## src/rtl/mems_dac_spi.sv

```systemverilog
// ----------------------------------------------------------------------------
// mems_dac_spi
//
// SPI master for the MEMS mirror DAC. It sits directly downstream of the MEMS
// scan controller. A one-cycle start pulse fetches the command word at the
// controller's current ROM address, which is a synchronous ROM. The word is then
// shifted MSB-first to the DAC. busy is registered. It rises the cycle after
// start and falls the cycle the block is back in IDLE. This timing keeps the
// controller's "!busy && !start_q" issue test from firing while a word is active.
//
// Frame timing, with start sampled in cycle T:
//   WAIT_ROM  T+1 .. T+ROM_LATENCY      rom_data is captured on the last cycle
//   SHIFT     2*CLK_DIV*WORD_BITS cycles, sync_n low; each bit is CLK_DIV
//             cycles of sclk high followed by CLK_DIV cycles of sclk low
//   GAP       GAP_CYCLES cycles, sync_n high
//   busy width = ROM_LATENCY + 2*CLK_DIV*WORD_BITS + GAP_CYCLES
//
// Ports:
//   clk       in   system clock
//   rst       in   synchronous reset, active high; aborts a word immediately
//   start     in   one-cycle request; the ROM address is valid in this cycle
//   rom_data  in   [WORD_BITS-1:0] ROM read data, ROM_LATENCY cycles after start
//   busy      out  high while a word is in progress
//   sclk      out  SPI clock; idles high; the DAC samples on the falling edge
//   mosi      out  SPI data; changes only while sclk is high
//   sync_n    out  DAC frame sync, active low
//   ldac_n    out  (MEMS_DAC_LDAC_EN builds only) low for the first two GAP
//                  cycles after each completed word; GAP_CYCLES must be >= 3
//
// Build option: define MEMS_DAC_LDAC_EN to add the ldac_n output. Without it,
// the DAC runs in self-updating mode.
// ----------------------------------------------------------------------------
module mems_dac_spi #(
  parameter int WORD_BITS   = 24,
  parameter int CLK_DIV     = 2,
  parameter int ROM_LATENCY = 1,
  parameter int GAP_CYCLES  = 4
) (
  input  logic                 clk,
  input  logic                 rst,
  input  logic                 start,
  input  logic [WORD_BITS-1:0] rom_data,
  output logic                 busy,
  output logic                 sclk,
  output logic                 mosi,
  output logic                 sync_n
`ifdef MEMS_DAC_LDAC_EN
  ,
  output logic                 ldac_n
`endif
);

  localparam int DIV_W = $clog2(CLK_DIV) + 1;
  localparam int BIT_W = $clog2(WORD_BITS) + 1;
  localparam int TMR_W = $clog2(ROM_LATENCY + GAP_CYCLES) + 1;

  localparam logic [DIV_W-1:0] DIV_LAST  = DIV_W'(CLK_DIV - 1);
  localparam logic [BIT_W-1:0] BIT_FIRST = BIT_W'(WORD_BITS - 1);
  localparam logic [TMR_W-1:0] ROM_LAST  = TMR_W'(ROM_LATENCY - 1);
  localparam logic [TMR_W-1:0] GAP_LAST  = TMR_W'(GAP_CYCLES - 1);

  typedef enum logic [1:0] {
    S_IDLE,
    S_WAIT_ROM,
    S_SHIFT,
    S_GAP
  } state_t;

  state_t               state;
  logic [DIV_W-1:0]     div_cnt;   // cycles spent in the current sclk phase
  logic [BIT_W-1:0]     bit_cnt;   // index of the bit on mosi, WORD_BITS-1 .. 0
  logic [TMR_W-1:0]     tmr;       // shared by the WAIT_ROM and GAP phases
  logic [WORD_BITS-1:0] shreg;

  // NOTE: every register in this block is assigned with <= only. Each
  // right-hand side therefore reads the value from before the clock edge, so the
  // order of the statements below does not change the behaviour.
  always_ff @(posedge clk) begin
    if (rst) begin
      // NOTE: the shift register and counters are cleared along with the control
      // state. A word aborted by rst then leaves no stale data behind for the
      // next frame.
      state   <= S_IDLE;
      busy    <= 1'b0;
      sclk    <= 1'b1;
      mosi    <= 1'b0;
      sync_n  <= 1'b1;
      div_cnt <= '0;
      bit_cnt <= '0;
      tmr     <= '0;
      shreg   <= '0;
`ifdef MEMS_DAC_LDAC_EN
      ldac_n  <= 1'b1;
`endif
    end else begin
      case (state)
        S_IDLE: begin
          if (start) begin
            state <= S_WAIT_ROM;
            busy  <= 1'b1;
            tmr   <= '0;
          end
        end

        S_WAIT_ROM: begin
          if (tmr == ROM_LAST) begin
            // The first bit goes out together with the capture. SHIFT then
            // starts with sync_n low and the MSB already on mosi.
            shreg   <= rom_data;
            mosi    <= rom_data[WORD_BITS-1];
            sync_n  <= 1'b0;
            sclk    <= 1'b1;
            div_cnt <= '0;
            bit_cnt <= BIT_FIRST;
            state   <= S_SHIFT;
          end else begin
            tmr <= tmr + 1'b1;
          end
        end

        S_SHIFT: begin
          if (div_cnt != DIV_LAST) begin
            div_cnt <= div_cnt + 1'b1;
          end else begin
            div_cnt <= '0;
            if (sclk) begin
              sclk <= 1'b0;
            end else if (bit_cnt == '0) begin
              // The low phase of the last bit has ended, so the frame closes.
              state  <= S_GAP;
              sclk   <= 1'b1;
              sync_n <= 1'b1;
              mosi   <= 1'b0;
              tmr    <= '0;
`ifdef MEMS_DAC_LDAC_EN
              ldac_n <= 1'b0;
`endif
            end else begin
              // sclk returns high and mosi moves to the next bit in the same
              // cycle. The data therefore never changes while sclk is low. The
              // register rotates so the current MSB always sits at the top.
              sclk    <= 1'b1;
              bit_cnt <= bit_cnt - 1'b1;
              mosi    <= shreg[WORD_BITS-2];
              shreg   <= {shreg[WORD_BITS-2:0], shreg[WORD_BITS-1]};
            end
          end
        end

        S_GAP: begin
`ifdef MEMS_DAC_LDAC_EN
          // ldac_n went low on GAP entry. It is released after GAP cycle 1.
          if (tmr == TMR_W'(1)) ldac_n <= 1'b1;
`endif
          if (tmr == GAP_LAST) begin
            state <= S_IDLE;
            busy  <= 1'b0;
          end else begin
            tmr <= tmr + 1'b1;
          end
        end

        default: begin
          state <= S_IDLE;
          busy  <= 1'b0;
          sclk  <= 1'b1;
          mosi  <= 1'b0;
          sync_n <= 1'b1;
        end
      endcase
    end
  end

endmodule

```

## config.mk

```make
export PLATFORM = sky130hd
export DESIGN_NAME = mems_dac_spi
export DESIGN_NICKNAME = d
export VERILOG_FILES = /design/src/rtl/mems_dac_spi.sv
export SDC_FILE = /design/constraint.sdc
export NUM_CORES = 1
export LEC_CHECK = 0
export ABC_CLOCK_PERIOD_IN_PS = 4080
export CAP_MARGIN = 20
export CORE_MARGIN = 4
export CORE_UTILIZATION = 60
export CTS_BUF_LIST = sky130_fd_sc_hd__clkbuf_4
export DETAILED_ROUTE_END_ITERATION = 7
export PLACE_DENSITY = 0.86
export RECOVER_POWER = 100
export REMOVE_ABC_BUFFERS = 1
export SLEW_MARGIN = 20
export SYNTH_ARGS = -nofsm -noshare
export SYNTH_HDL_FRONTEND = slang
export SYNTH_SLANG_ARGS = --single-unit
```

## constraint.sdc

```tcl
create_clock -name clk -period 4.08 [get_ports clk]
set_input_delay 0.816 -clock clk [delete_from_list [all_inputs] [get_ports clk]]
set_output_delay 0.816 -clock clk [all_outputs]
set_load 0.02 [all_outputs]
```

# == Word-level counts from Yosys, hierarchy flattened ==
# Cells that the tools add are included.
# op_classes
add_sub_neg,3
eq_ne,14
n_mux,44
reduce_logical,13
# op_table
cell,count
2-to-1 mux 24 bit,4
one-hot mux 24 bit (2 select lines),1
2-to-1 mux 4 bit,6
2-to-1 mux 6 bit,4
"!= test 2 bit, second input constant",9
2-to-1 mux 2 bit,8
one-hot mux 4 bit (4 select lines),1
2-to-1 mux 1 bit,13
one-hot mux 6 bit (2 select lines),1
AND reduction 6 bit,2
AND reduction 5 bit,2
one-hot mux 1 bit (2 select lines),4
one-hot mux 2 bit (4 select lines),1
zero test 6 bit,1
AND reduction 3 bit,2
"subtractor 6 x 1 -> 6 bit, second input constant",1
"adder 4 x 1 -> 4 bit, second input constant",1
"equality test 2 bit, second input constant",2
"equality test 4 x 2 -> 1 bit, second input constant",1
zero test 4 bit,1
one-hot mux 2 bit (2 select lines),1
AND reduction 4 bit,1
nonzero test 2 bit,2
"adder 2 x 1 -> 2 bit, second input constant",1
4 further kinds,4
# totals
register_bits,42
input_bits,27
out_inout_bits,4
wordCells,83

# == Depth between registers and ports, before layout ==
# depth
depth_word,5
ltp_mapped,7
depth_no_buf,6

# == Worst setup path after synthesis ==
# Ideal clock, no wire load.
# synth_timing
path_kind,reg-to-reg
startpoint,register state[0]
endpoint,register bit_cnt[5]
t_arrival_ps,1757
required_time_ps,4010
setup_slack_ps,2253
path_stages_with_launch,7
path_buffers,0
cell_sequence,dfxtp_1 > inv_1 > ha_1 > and4bb_2 > a22o_4 > or4_1 > a21oi_1
# synth_via
elab_chain_cells,3
# synth_lines
element,line_no,text
"start, declared",69,state_t state;
"start signal, assigned",83,state <= S_IDLE;
"start signal, assigned",99,state <= S_WAIT_ROM;
"start signal, assigned",115,state <= S_SHIFT;
equality test 2 bit / equality test 2 x 1 -> 1 bit (equally long branches),96,case (state)
!= test 2 bit (no line) / nonzero test 2 bit (equally long branches),--,
AND reduction 5 bit (no line),--,
"end signal, assigned",143,bit_cnt <= bit_cnt - 1'b1;
"end, declared",71,logic [BIT_W-1:0] bit_cnt;
# Several ways; a longest one is shown, not always the timed one.
# A chain may end at the register's enable or synchronous reset.

# == Worst setup path after layout ==
# layout_timing
startpoint,register state[0]
endpoint,register shreg[18]
# layout_via
elab_chain_cells,3
# layout_lines
element,line_no,text
equality test 2 bit / equality test 2 x 1 -> 1 bit (equally long branches),96,
!= test 2 bit (no line) / nonzero test 2 bit (equally long branches),--,
AND reduction 5 bit (no line),--,
"end signal, assigned",109,shreg <= rom_data;
"end signal, assigned",145,"shreg <= {shreg[WORD_BITS-2:0], shreg[WORD_BITS-1]};"
"end, declared",73,logic [WORD_BITS-1:0] shreg;
# Several ways; a longest one is shown, not always the timed one.

==> impl_metrics.py <==
metrics = {
    "global_routing": {
        "grt_start_max_net_pins": 42,
        "grt_overflow": 0,
        "grt_pass1_vias": 1810,
        "grtUsageTotal": 0.233,
        "grt_pass1_wl_mm": 8.33,
        "antenna_found_initial": 0,
    },
    "layout": {
        "final_util": 0.747,
        "synthToLayoutAreaGrowth_pct": 15.8,
        "layout_common_cells": "dfxtp_1 (42), a21oi_1 (33), mux2i_1 (26), a211oi_1 (26), clkdlybuf4s50_1 (25)",
        "finalNetCount": 300,
        "antenna-diode-count": 0,
        "final_common_cell": "dfxtp_1",
        "fin_cells": 311,
        "layout-drive-gt1-share": 0.0491,
    },
    "sta": {
        "max_freq_mhz": 349,
        "slew_headroom": 0.220,
        "clock_skew_ns": 0.0165,
        "fin_tns_setup_ns": 0,
        "layout_min_cycle_time_ns": 2.87,
        "setup_slack_ns": 1.21,
        "fin_crit_sh": 0.702,
        "worst_pin_slew_ns": 1.17,
        "setup_viol": 0,
        "final-hold-violation-count": 0,
        "slew_viol_final": 0,
        "rsz0062_at_grt": "no",
    },
    "logic_synthesis": {
        "yosysWarningCount": 0,
        "syn_area_um2": 2220,
        "ys_types": 48,
        "synth_seq_cells": 42,
        "ys_seq_area_frac": 0.379,
        "synth_async_sr_flop_share": 0,
        "syn_avg_cell_area_um2": 9.17,
        "synth_flop_cell": "dfxtp_1",
        "synth_edf_count": 0,
        "syn_inst": 242,
    },
    "critical_path": {
        "cp.required_ns": 4.33,
        "cp_slowest_cell": "a22oi_2",
        "timing.rr.end": "shreg[18]",
        "r2r_cells": 6,
        "crit_fanout": 41,
        "start_kind": "flip-flop",
        "path_class": "flip-flop to flip-flop",
        "path_cells": "inv_1 -> ha_2 -> and4bb_1 -> a22oi_2 -> a21oi_1 -> a211oi_1",
        "max_stage_delay_ns": 0.88,
        "cpLargestDelayFamily": "compound AO/OA/AOI/OAI gates",
        "path_depth": 6,
        "end_kind": "flip-flop",
        "crit_buf_inv": 1,
        "r2r-start": "state[0]",
        "cp.arrival_ns": 3.11,
        "rrSetupSlack_ns": 1.21,
    },
    "drt": {
        "vias_per_cell": 6.28,
        "detail-route-antenna-nets": 0,
        "route.detailed.drc": 0,
        "routedWlPerCell_um": 16.3,
        "drt-total-wl_mm": 5.08,
        "vias": 1953,
        "drt_iter0_markers": 158,
        "dr.pass1.iters": 4,
    },
    "clock_network": {
        "htree_levels": 2,
        "insertion_delay_ns": 0.36,
        "clockBufferDepth": 2,
        "cts-buffers-inserted": 5,
        "clk_pin_slew_worst_paths_ns": 0.12,
        "cts_resized": 0,
        "cts_hold_buffers": 0,
        "cts_root_buf": "clkbuf_4",
        "cts_setup_buffers": 0,
        "clock_sinks": 42,
        "cts_tree": "done",
    },
    "hold_path": {
        "holdCritPathClass": "flip-flop to flip-flop",
        "whs_endpoint": "busy",
        "whs_path_depth": 2,
        "hp-start": "busy",
    },
    "place": {
        "gp_congestion": 0.984,
        "dpl.cell_count": 303,
        "pre_cts_slack_ns": 1.28,
        "hpwl_mm": 3.54,
        "port_buffers": 30,
    },
    "run_status": {
        "outcome": "finished, final reports clean",
    },
    "pwr": {
        "p_leak_nw": 0.906,
        "ir_worst_vdd_uv": 446,
        "finalPower_mw": 1.93,
        "p_per_area_nw_per_um2": 752,
    },
    "die": {
        "placementRows": 21,
        "dieHeight_um": 68.8,
        "initial_utilization": 0.645,
        "design.core.area_um2": 3440,
        "pin_count": 31,
        "die_x_um": 68.8,
        "die_area_um2": 4740,
    },
    "flow_run": {
        "cap_violations": 0,
    },
}
-- cell type report --
class | instances | area (um^2)
multi-input combinational | 173 | 1250
fill | 265 | 872
sequential | 42 | 841
timing repair buffer | 32 | 323
tap | 46 | 57.6
clock buffer | 7 | 52.6
inverter | 11 | 41.3
-- cells in the mapped netlist (3+ instances only) --
cell type / n / area, um^2
dfxtp_1: 42 / 841
a21oi_1: 33 / 165
a211oi_1: 26 / 195
mux2i_1: 26 / 260
inv_1: 11 / 41.3
ha_1: 8 / 100
nor2_1: 8 / 30.0
clkbuf_1: 7 / 26.3
buf_2: 6 / 30.0
nand2_1: 6 / 22.5
nor3_1: 5 / 25.0
o31ai_1: 5 / 37.5
or4_1: 5 / 37.5
nand3_1: 4 / 20.0
o21ai_0: 4 / 20.0
a311oi_1: 3 / 26.3
buf_1: 3 / 11.3
nand2b_1: 3 / 18.8
-- kinds of logic after synthesis --
logic type	synth area share
buffers and inverters	0.0490
adders and majority gates	0.0451
DFF	0.379
muxes	0.117
and+or+nand+nor	0.123
AOI/OAI and AO/OA	0.287
-- power breakdown --
part / switching, mW / leakage, nW / internal [mW] / total (mW)
Sequential: 0.109 / 0.346 / 0.573 / 0.682
Combinational: 0.613 / 0.528 / 0.427 / 1.04
Clock: 0.132 / 0.0322 / 0.0785 / 0.210
Total: 0.853 / 0.906 / 1.08 / 1.93
-- metrics by stage --
step                hold slack (ns)  instance area [um^2]
floorplan                     0.454                  2150
global placement              0.455                  2520
detailed placement            0.460                  2520
CTS                           0.479                  2570
global route                  0.510                  2570
finish                        0.477                  2570
-- flip-flops by register name, summed over array words and instances (netlist names) --
signal	cells
shreg	24
bit_cnt	6
tmr	4
div_cnt	2
state	2
busy	1
mosi	1
sclk	1
sync_n	1
-- worst max-delay path by stage --
stage,start,to,slack [ns]
after global routing,state[0],shreg[8],0.93
after global placement,state[0],shreg[23],1.36
after floorplan,state[0],shreg[23],1.33
after detailed placement,state[0],shreg[8],1.28
final,state[0],shreg[18],1.21
after CTS,state[0],shreg[8],1.27
-- tightest hold or removal path, delay by kind of cell, from the launching register on --
family | cells | cell delay, ns
flip-flops | 1 | 0.33
AO/OA/AOI/OAI | 2 | 0.11
-- metal layers --
layer	track usage	wire, um	vias to the layer above	share of wire
met1	0.315	2340	938	0.46
met5	0	0	-	0
met4	0.0876	63	0	0.012
li1	-	-	969	-
met2	0.366	2450	38	0.48
met3	0.0486	236	8	0.046
Note: power is estimated with default switching activity, not from simulation.
